<file path="config.mk">
export PLATFORM = sky130hd
export DESIGN_NAME = uart_tx
export DESIGN_NICKNAME = d
export VERILOG_FILES = /design/src/rtl/uart_tx.sv
export SDC_FILE = /design/constraint.sdc
export NUM_CORES = 1
export LEC_CHECK = 0
export ABC_AREA = 1
export CORE_ASPECT_RATIO = 1.2
export CORE_UTILIZATION = 43
export CTS_CLUSTER_DIAMETER = 200
export CTS_CLUSTER_SIZE = 20
export DETAILED_ROUTE_END_ITERATION = 6
export PLACE_DENSITY = 0.69
export SLEW_MARGIN = 15
export SYNTH_ARGS = -nofsm -noshare
export SYNTH_HDL_FRONTEND = slang
export SYNTH_SLANG_ARGS = --single-unit
</file>
<file path="constraint.sdc">
create_clock -name clk -period 2.6 [get_ports clk]
set_clock_uncertainty 0.1 [all_clocks]
set_input_delay 0.65 -clock clk [delete_from_list [all_inputs] [get_ports clk]]
set_output_delay 0.65 -clock clk [all_outputs]
set_load 0.01 [all_outputs]
</file>
<file path="src/rtl/uart_tx.sv">
// rtl/uart_tx.sv - 8N1 UART transmitter with a 16-byte write FIFO
// Bit period is latched per frame from fsel; back-to-back frames have no idle gap.
module uart_tx #(
   parameter int FREQ_HZ   = 25_000_000,
   parameter int BAUD_RATE = 115_200
) (
   input  logic       clk,
   input  logic       rst,
   input  logic       fsel,
   input  logic       start,
   input  logic [7:0] data,
   output logic       rdy,
   output logic       busy,
   output logic       TxD
);

   localparam logic [11:0] LIMIT_SLOW = 12'(FREQ_HZ / BAUD_RATE);
   localparam logic [11:0] LIMIT_FAST = 12'(FREQ_HZ / (2 * BAUD_RATE));

   typedef enum logic [1:0] {
      S_IDLE  = 2'd0,
      S_START = 2'd1,
      S_DATA  = 2'd2,
      S_STOP  = 2'd3
   } state_t;

   state_t      state_q, state_d;
   logic [11:0] tick_q, tick_d;
   logic [2:0]  bitcnt_q, bitcnt_d;
   logic [7:0]  shreg_q, shreg_d;
   logic        txd_q, txd_d;
   logic        fsel_q, fsel_d;
   logic [3:0]  inptr_q, inptr_d;
   logic [3:0]  outptr_q, outptr_d;
   logic [4:0]  count_q, count_d;
   logic [7:0]  mem [16];

   logic [11:0] limit;
   logic        tick_last;
   logic        push;
   logic        pop;
   logic [7:0]  head;

   assign limit     = fsel_q ? LIMIT_FAST : LIMIT_SLOW;
   assign tick_last = (tick_q == (limit - 12'd1));
   assign head      = mem[outptr_q];

   // State register and datapath registers
   always_ff @(posedge clk) begin
      if (rst) begin
         state_q  <= S_IDLE;
         tick_q   <= 12'd0;
         bitcnt_q <= 3'd0;
         shreg_q  <= 8'd0;
         txd_q    <= 1'b1;
         fsel_q   <= 1'b0;
         inptr_q  <= 4'd0;
         outptr_q <= 4'd0;
         count_q  <= 5'd0;
      end else begin
         state_q  <= state_d;
         tick_q   <= tick_d;
         bitcnt_q <= bitcnt_d;
         shreg_q  <= shreg_d;
         txd_q    <= txd_d;
         fsel_q   <= fsel_d;
         inptr_q  <= inptr_d;
         outptr_q <= outptr_d;
         count_q  <= count_d;
      end
   end

   always_ff @(posedge clk) begin
      if (!rst && push) begin
         mem[inptr_q] <= data;
      end
   end

   // Next-state logic; a pop always starts a new frame and latches the rate
   always_comb begin
      state_d  = state_q;
      tick_d   = tick_q + 12'd1;
      bitcnt_d = bitcnt_q;
      shreg_d  = shreg_q;
      txd_d    = txd_q;
      fsel_d   = fsel_q;
      pop      = 1'b0;
      case (state_q)
         S_IDLE: begin
            tick_d = 12'd0;
            txd_d  = 1'b1;
            if (count_q != 5'd0) begin
               pop     = 1'b1;
               shreg_d = head;
               txd_d   = 1'b0;
               fsel_d  = fsel;
               state_d = S_START;
            end
         end
         S_START: begin
            if (tick_last) begin
               tick_d   = 12'd0;
               txd_d    = shreg_q[0];
               bitcnt_d = 3'd0;
               state_d  = S_DATA;
            end
         end
         S_DATA: begin
            if (tick_last) begin
               tick_d = 12'd0;
               if (bitcnt_q == 3'd7) begin
                  txd_d   = 1'b1;
                  state_d = S_STOP;
               end else begin
                  shreg_d  = shreg_q >> 1;
                  txd_d    = shreg_q[1];
                  bitcnt_d = bitcnt_q + 3'd1;
               end
            end
         end
         S_STOP: begin
            if (tick_last) begin
               tick_d = 12'd0;
               if (count_q != 5'd0) begin
                  pop     = 1'b1;
                  shreg_d = head;
                  txd_d   = 1'b0;
                  fsel_d  = fsel;
                  state_d = S_START;
               end else begin
                  state_d = S_IDLE;
               end
            end
         end
         default: state_d = S_IDLE;
      endcase
   end

   always_comb begin
      inptr_d  = push ? inptr_q + 4'd1 : inptr_q;
      outptr_d = pop ? outptr_q + 4'd1 : outptr_q;
      count_d  = count_q;
      case ({push, pop})
         2'b10:   count_d = count_q + 5'd1;
         2'b01:   count_d = count_q - 5'd1;
         default: count_d = count_q;
      endcase
   end

   // Outputs; rdy comes from the registered count, so a full FIFO refuses even while popping
   always_comb begin
      rdy  = (count_q != 5'd16);
      busy = (state_q != S_IDLE) || (count_q != 5'd0);
      TxD  = txd_q;
      push = start && rdy;
   end

endmodule

</file>
==> qor.yml <==
status: "completed"
yosysWarnings: 0
die_h_microns: 146
met3_usage: 0.0419
cts_buffers: 17
final_common_cell: "edfxtp_1"
cp_max_fo: 5
r2r-end: "count_q[4]$_SDFFE_PP0P_"
post-route-period-util: 0.954
clk_pin_slew_ps: 60
p_clk_frac: 0.321
areaGrowthSynthToFinish_pct: 15.9
clockRootBuffer: "clkbuf_16"
clock_path_buffers: 2
grt_pass1_wl_microns: 25600
core_area_sq_mm: 0.0169
cts_setup_buffers: 0
syn_avg_cell_area_sq_um: 10.9
gp_congestion: 0.877
fp-row-count: 52
cp_data_required_time_ps: 1850
routedWlPerCell_microns: 17.3
start_kind: "flip-flop"
tritoncts: "done"
post_drt_via_cell_ratio: 5.53
slew_viol_final: 0
min_period_ps: 2480
p_leak_nw: 3.06
r2r_cells: 17
drc: 0
cp-end-kind: "output port"
max-cap-violations: 0
dr.pass1.iters: 5
synth_top_area_frac: 0.521
syn_nets: 703
synth_area_sq_mm: 0.00738
cts_sinks: 172
vdd.ir_drop.worst_mv: 0.632
cp-startpoint: "count_q[2]$_SDFFE_PP0P_"
syn_inst: 676
slew_headroom: 0.515
final_antenna_net_count: 0
io_buffers: 14
post-route-util: 0.508
clk_latency_ps: 430
synthArstFlopShare: 0
antenna_found_initial: 0
crit_type: "reg2out"
seqPwrFrac: 0.399
initial_utilization: 0.438
hold_slack_ps: 365
synthFlopType: "edfxtp_1"
first_global_vias: 5131
drt-initial-drc-count: 506
nets: 736
yosys.area.top_type: "edfxtp_1"
grtUsageMet1: 0.234
hp-class: "reg2reg"
yosys-top-cells-area: "edfxtp_1 (52%), dfxtp_1 (12%), nor2_1 (6.5%), o21ai_0 (5.6%), nand2_1 (2.6%)"
synth_cell_types: 43
p_int_mw: 5.40
wl_microns: 16200
power_frac_comb: 0.279
htreeDepth: 4
grt_max_degree: 65
crit_end: "rdy"
antennaDiodeCount: 0
drive_above_1_share: 0.148
fmax_mhz: 403
setup_violations: 0
busiest_layer: "met2"
globalRouteOverflowTotal: 0
p_sw_frac: 0.333
met2_usage: 0.326
p_sw_mw: 2.70
vias: 5189
rrSetupSlack_ps: 140
powerDensity_mw_per_mm2: 948
seq_area_frac_synth: 0.640
hpwl_microns: 10300
die_area_sq_mm: 0.0177
fp.dieW_microns: 122
ios: 15
grt_use_total: 0.194
layout_common_cells: "edfxtp_1 (128), nor2_1 (127), o21ai_0 (83)"
r2r-start: "count_q[2]$_SDFFE_PP0P_"
ys_seq_elements: 172
synth_edf_count: 128
worstMarginPinSlew_ps: 726
finalHoldViolations: 0
cp.arrival_ps: 1730
[state kept, by name, summed over array words and instances (netlist names), named ones only]
signal and cells:
mem 128, bitcnt_q 3, state_q 2, tick_q 12, count_q 5, fsel_q 1, inptr_q 4, TxD 1
shreg_q 8, outptr_q 4
[worst min path at each step]
stage	depth (start not counted)	slack (ps)	end	start
after floorplan	1	330	tick_q[11]$_SDFF_PP0_	tick_q[11]$_SDFF_PP0_
after global placement	1	340	tick_q[0]$_SDFF_PP0_	tick_q[0]$_SDFF_PP0_
after detailed placement	1	360	tick_q[0]$_SDFF_PP0_	tick_q[0]$_SDFF_PP0_
after CTS	1	360	tick_q[0]$_SDFF_PP0_	tick_q[0]$_SDFF_PP0_
after global routing	1	390	tick_q[0]$_SDFF_PP0_	tick_q[0]$_SDFF_PP0_
final	1	360	tick_q[0]$_SDFF_PP0_	tick_q[0]$_SDFF_PP0_
[logic make-up (layout without fill, tap and decap cells)]
| logic type | after synthesis | in the layout | synth area share |
|---|---|---|---|
| buffers and inverters | 76 | 122 | 0.0424 |
| AND/OR/NAND/NOR | 246 | 246 | 0.150 |
| flip-flops | 172 | 172 | 0.640 |
| adder cells (fa/ha/maj) | 15 | 15 | 0.0254 |
| XOR/XNOR | 8 | 8 | 0.00950 |
| AO/OA/AOI/OAI | 159 | 159 | 0.132 |
[what timing repair did]
| item | 4_1_cts | 5_1_grt |
|---|---|---|
| setup endpoints to repair | 2 | 4 |
| endpoints found under the hold margin | 0 | 0 |
| hold buffers | 0 | 0 |
| pin swaps | 0 | 0 |
| resized for setup | 5 | 10 |
[power by group through the flow]
stage | clock (mW) | sequential, mW | combinational [mW]
detailed placement | 0 | 3.28 | 2.18
floorplan | 0 | 3.24 | 1.61
finish | 2.60 | 3.24 | 2.26
CTS | 2.64 | 3.22 | 2.21
global placement | 0 | 3.27 | 2.09
global route | 2.76 | 3.26 | 2.52
[cell usage after synthesis (2+ instances only)]
master	count
edfxtp_1	128
nor3_2	2
nor3b_1	3
buf_2	14
nand3_2	2
nand4_1	4
o221ai_1	15
a21oi_2	6
dfxtp_1	44
o211ai_1	5
inv_1	42
xor2_1	7
o21bai_1	3
and3_1	2
nor2_1	128
nand2_2	4
inv_2	4
nand3_4	2
o21ai_0	83
nand3_1	38
clkbuf_1	12
o21ai_1	2
o211ai_2	5
o21ai_2	2
nor2_2	6
a21oi_1	17
nand2_1	51
ha_1	15
o22ai_1	16
[layout make-up]
type / instances / area [sq um]
repair buffers: 42 / 365
flip-flops and latches: 172 / 4730
well taps: 216 / 270
multi-input cells: 428 / 2390
clock buffers: 17 / 425
inverters: 48 / 185
fillers: 1471 / 8300
clock inverters: 15 / 186
[critical path, cell delays in order, from the launching register on]
cell,delay [ps]
dfxtp_1,510
nor2_4,90
nand3_1,140
clkdlybuf4s50_1,560
[per-stage QoR]
step | std cells | setup slack, ps | power (mW) | cell area, sq um | TNS (ps)
after floorplan | 676 | 244 | 4.85 | 7380 | 0
after global placement | 906 | 128 | 5.36 | 7890 | 0
after detailed placement | 906 | -28.8 | 5.46 | 7890 | -28.8
after CTS | 938 | 20.1 | 8.07 | 8500 | 0
after global routing | 938 | -36.2 | 8.53 | 8550 | -36.2
final | 938 | 120 | 8.11 | 8550 | 0
[layer usage]
| layer | vias up | part of all wire |
|---|---|---|
| met3 | 39 | 0.061 |
| met1 | 2504 | 0.41 |
| met4 | 0 | 0.032 |
| met2 | 179 | 0.50 |
| li1 | 2467 | - |
| met5 | - | 0 |
Power figures use the tool's default switching activity.
